<file path="src/rtl/stream_mux_pkg.sv">
// Shared constants and types for the N-to-1 operand/stream multiplexer.
package stream_mux_pkg;

    localparam logic MODE_SELECT = 1'b0;
    localparam logic MODE_RR     = 1'b1;

    localparam int DEFAULT_N = 4;
    typedef logic [$clog2(DEFAULT_N)-1:0] sel_idx_t;

endpackage

</file>
<file path="src/rtl/rr_arbiter.sv">
// Rotating-priority arbiter: one-hot grant to the first requester at or after ptr.
module rr_arbiter #(
    parameter int N = 4,
    localparam int SELW = $clog2(N)
) (
    input  logic [N-1:0]    req,
    input  logic [SELW-1:0] ptr,
    input  logic            en,
    output logic [N-1:0]    grant
);

    logic [SELW-1:0] idx;
    logic            found;

    // Wrap is an explicit compare so non-power-of-two N rotates correctly.
    always_comb begin
        grant = '0;
        found = 1'b0;
        idx   = ptr;
        for (int k = 0; k < N; k++) begin
            if (!found && req[idx]) begin
                grant[idx] = 1'b1;
                found      = 1'b1;
            end
            idx = (idx == SELW'(N - 1)) ? '0 : idx + 1'b1;
        end
        if (!en) begin
            grant = '0;
        end
    end

endmodule

</file>
<file path="src/rtl/stream_mux_arb.sv">
// N-to-1 stream multiplexer with select or round-robin source choice and a
// registered, back-pressurable output stage.
module stream_mux_arb
    import stream_mux_pkg::*;
#(
    parameter int WIDTH = 16,
    parameter int N     = 4,
    localparam int SELW = $clog2(N)
) (
    input  logic               clk,
    input  logic               rst,
    input  logic [N*WIDTH-1:0] in_data,
    input  logic [N-1:0]       in_valid,
    output logic [N-1:0]       in_ready,
    input  logic               mode,
    input  logic [SELW-1:0]    sel,
    output logic [WIDTH-1:0]   out_data,
    output logic [SELW-1:0]    out_src,
    output logic               out_valid,
    input  logic               out_ready
);

    // Handshake: a beat moves on any side when valid & ready are both high at a
    // rising clk edge; in_ready never depends on in_data, out_valid never waits on out_ready.
    logic             load;
    logic [SELW-1:0]  rr_ptr;
    logic [N-1:0]     sel_grant;
    logic [N-1:0]     rr_grant;
    logic [N-1:0]     grant;
    logic [WIDTH-1:0] grant_data;
    logic [SELW-1:0]  grant_src;
    logic             xfer;

    assign load = ~out_valid | out_ready;

    // An out-of-range sel matches no channel index, so it grants nothing.
    always_comb begin
        sel_grant = '0;
        for (int i = 0; i < N; i++) begin
            sel_grant[i] = (sel == SELW'(i)) & in_valid[i];
        end
    end

    rr_arbiter #(.N(N)) u_rr_arbiter (
        .req   (in_valid),
        .ptr   (rr_ptr),
        .en    (load & rst & (mode == MODE_RR)),
        .grant (rr_grant)
    );

    always_comb begin
        grant = '0;
        if (rst && load) begin
            grant = (mode == MODE_RR) ? rr_grant : sel_grant;
        end
    end

    assign in_ready = grant;
    assign xfer     = |grant;

    always_comb begin
        grant_data = '0;
        grant_src  = '0;
        for (int i = 0; i < N; i++) begin
            if (grant[i]) begin
                grant_data = in_data[i*WIDTH +: WIDTH];
                grant_src  = SELW'(i);
            end
        end
    end

    always_ff @(posedge clk or negedge rst) begin
        if (!rst) begin
            out_valid <= 1'b0;
            out_data  <= '0;
            out_src   <= '0;
            rr_ptr    <= '0;
        end else if (load) begin
            if (xfer) begin
                out_valid <= 1'b1;
                out_data  <= grant_data;
                out_src   <= grant_src;
                if (mode == MODE_RR) begin
                    rr_ptr <= (grant_src == SELW'(N - 1)) ? '0 : grant_src + 1'b1;
                end
            end else begin
                out_valid <= 1'b0;
            end
        end
    end

endmodule
</file>
<file path="config.mk">
export PLATFORM = sky130hd
export DESIGN_NAME = stream_mux_arb
export DESIGN_NICKNAME = d
export VERILOG_FILES = /design/src/rtl/stream_mux_pkg.sv /design/src/rtl/rr_arbiter.sv /design/src/rtl/stream_mux_arb.sv
export SDC_FILE = /design/constraint.sdc
export NUM_CORES = 1
export LEC_CHECK = 0
export ABC_AREA = 1
export BUFFER_PORTS_ARGS = -buffer_cell sky130_fd_sc_hd__buf_4
export CAP_MARGIN = 20
export CORE_MARGIN = 5
export CORE_UTILIZATION = 42
export CTS_CLUSTER_SIZE = 10
export DETAILED_ROUTE_END_ITERATION = 6
export PLACE_DENSITY = 0.7
export SLEW_MARGIN = 40
export SYNTH_ARGS = -nofsm -noshare
export SYNTH_HDL_FRONTEND = slang
export SYNTH_SLANG_ARGS = --single-unit
</file>
<file path="constraint.sdc">
create_clock -name clk -period 3.1 [get_ports clk]
set_clock_uncertainty 0.2 [all_clocks]
set_input_delay 0.465 -clock clk [delete_from_list [all_inputs] [get_ports clk]]
set_output_delay 0.465 -clock clk [all_outputs]
set_load 0.005 [all_outputs]
</file>
==> impl_metrics.py <==
metrics = {
    "critical_path": {
        "cp-startpoint": "rr_ptr[0]",
        "r2r-end": "out_data[15]",
        "start_kind": "flop",
        "required_ps": 2430,
        "path_class": "flop to output port",
        "critical_path.endpoint_type": "output port",
        "reg2regPathDepth": 17,
        "crit_fanout": 6,
        "worstReg2RegStart": "rr_ptr[0]",
        "r2r_slack_ps": 280,
        "crit_end": "in_ready[2]",
        "cp.arrival_ps": 2310,
    },
    "die": {
        "ioPinCount": 97,
        "dieArea_mm2": 0.00610,
        "core_mm2": 0.00441,
        "die_y_um": 78.1,
        "initial_core_util_pct": 44.1,
        "die_x_um": 78.1,
        "rows": 24,
    },
    "yosys": {
        "ys_top_cells_by_area": "dfrtp_1, nand2_1, nand3_1, nor2_1, ha_1",
        "synth-compound-area-share_pct": 8.23,
        "synth_nets": 373,
        "synthSimpleGateAreaFrac_pct": 54.0,
        "yosysTopAreaCell": "dfrtp_1",
        "synthXorXnorAreaFrac_pct": 0,
        "ys_ff_latch": 21,
        "synth_cells": 293,
        "synthAdderAreaFrac_pct": 3.86,
        "syn_area_mm2": 0.00195,
        "avgSynthCellArea_um2": 6.64,
        "yosys.area.top_type_share_pct": 27.0,
        "synthMuxAreaShare_pct": 0,
        "ys_warn_count": 0,
        "ys_types": 30,
        "synth_top_family_by_area": "simple AND/OR/NAND/NOR gates",
        "synth-seq-area-share_pct": 27.0,
    },
    "cts": {
        "cts_tree": "built",
        "ctsLongestPathBuffers": 2,
        "cts-root-buf": "clkbuf_8",
        "numCtsBuffers": 3,
        "path_clk_slew_ps": 80,
        "cts_max_level": 1,
        "clkSinkCount": 21,
        "clk_latency_ps": 260,
    },
    "placement": {
        "gp_congestion": 0.914,
        "place_hpwl_um": 4930,
        "place_area_mm2": 0.00272,
        "port_buffers": 96,
        "placedCellCount": 440,
        "dpl_worst_slack_ps": 118,
    },
    "power_and_ir_drop": {
        "power.density_mw_per_mm2": 903,
        "peakVddDrop_mv": 0.349,
        "leakagePower_uw": 0.00149,
    },
    "layout": {
        "layout_commonest_cell": "buf_4",
        "drive_gt1_share_pct": 38.4,
        "fill_cells": 429,
        "fin_nets": 477,
        "final_util_pct": 64.2,
        "multi_input_area_mm2": 0.00132,
        "antenna_cells": 0,
        "layout_common_cells": "buf_4, nand2_1, nand3_1",
        "final_area_mm2": 0.00283,
        "regArea_um2": 528,
        "area_growth_syn_to_layout_pct": 45.5,
        "instances_no_fill": 448,
    },
    "grt": {
        "grt_usage_pct": 19.3,
        "grt_first_pass_wirelength_um": 9720,
        "antenna_found_initial": 0,
        "grt_pass1_vias": 2114,
        "grt_overflow_total": 0,
        "grt_max_degree": 22,
    },
    "sta": {
        "tightest_slew_ps": 613,
        "fin_crit_ps": 2970,
        "slew_violations": 0,
        "finalSetupViolations": 0,
        "post-route-period-util_pct": 95.9,
        "slew_headroom_pct": 59.0,
        "fmaxAchievable_ghz": 0.336,
        "hold_viol_final": 0,
        "fin_hold_ws_ps": 179,
        "fin_ws_ps": 127,
    },
    "route": {
        "vias": 2294,
        "drc": 0,
        "routed_wl_um": 6230,
        "dr.pass1.iters": 4,
        "dr.first_iter.drc_count": 163,
        "via_per_inst": 5.12,
        "route.antenna.remaining_nets": 0,
        "drt-wirelength-per-cell_um": 13.9,
    },
    "status": {
        "outcome": "finished clean",
    },
    "flow_run": {
        "cap_violations": 0,
    },
    "worst_hold_path": {
        "whs_path_depth": 2,
        "hold_class": "input port to flop",
        "hold_start": "out_ready",
    },
}
## cells by family after synthesis
family	count (synthesis)
adder cells (fa/ha/maj)	6
flip-flops	21
AO/OA/AOI/OAI	25
AND/OR/NAND/NOR	214
buffers and inverters	27
## synthesized netlist by cell type (all sizes together)
cell type  count
a21boi         1
nor2          29
nand4          2
nand3         57
nand2        114
a21o           1
inv           17
buf            8
clkinv         2
ha             6
a21oi         17
nor3           1
or2            9
o21ai          6
nand3b         2
dfrtp         21
## timing repair
item,in CTS,in global routing
setup buffers,0,3
endpoints found under the setup margin,4,9
hold buffers,1,0
endpoints found under the hold margin,21,0
resized for setup,4,6
pin swaps,0,1
## how the worst min path moves through the flow
stage	slack (ps)	end
floorplan	-30	out_data[0]
global placement	260	out_data[3]
detailed placement	270	out_data[3]
CTS	170	out_valid
global route	170	out_valid
finish	180	out_valid
## area by class of cell
| cell class | count | area share, % |
|---|---|---|
| clock buffer | 4 | 1.59 |
| timing repair buffer | 107 | 28.4 |
| inverter | 19 | 2.52 |
| sequential | 21 | 18.6 |
| multi-input combinational | 245 | 46.5 |
| tap | 52 | 2.30 |
## power by group
| group | internal [uW] | leakage, uW | switching (uW) |
|---|---|---|---|
| clock network | 91.9 | 0.0000228 | 99.5 |
| logic | 765 | 0.00122 | 1080 |
| registers | 429 | 0.000252 | 97.6 |
| total | 1290 | 0.00149 | 1270 |
## flip-flops by register name, indices dropped and copies added (netlist names)
| signal | count |
|---|---|
| out_data | 16 |
| out_valid | 1 |
| out_src | 2 |
| rr_ptr | 2 |
## layer usage
layer	track usage, %	vias up	wire [um]
met3	5.03	11	478
li1	-	1153	-
met2	33.2	89	3040
met5	0	-	0
met1	23.8	1041	2620
met4	5.41	0	90
## through the flow
stage               total power, uW  setup TNS, ps
global placement               2280              0
CTS                            2520              0
floorplan                      1770              0
detailed placement             2300              0
finish                         2560              0
global route                   2810          -9.94
## critical path, stage by stage (launching register included)
cell and delay, ps:
dfrtp_2 460, inv_2 130, ha_2 320, inv_2 100
nand2_1 50, nand3_1 90, nand2_2 100, nor2_4 150
nand3_1 140, nand3b_4 130, nand2_2 90, nand2_8 150
buf_4 120
Note: power is estimated with default switching activity, not from simulation.
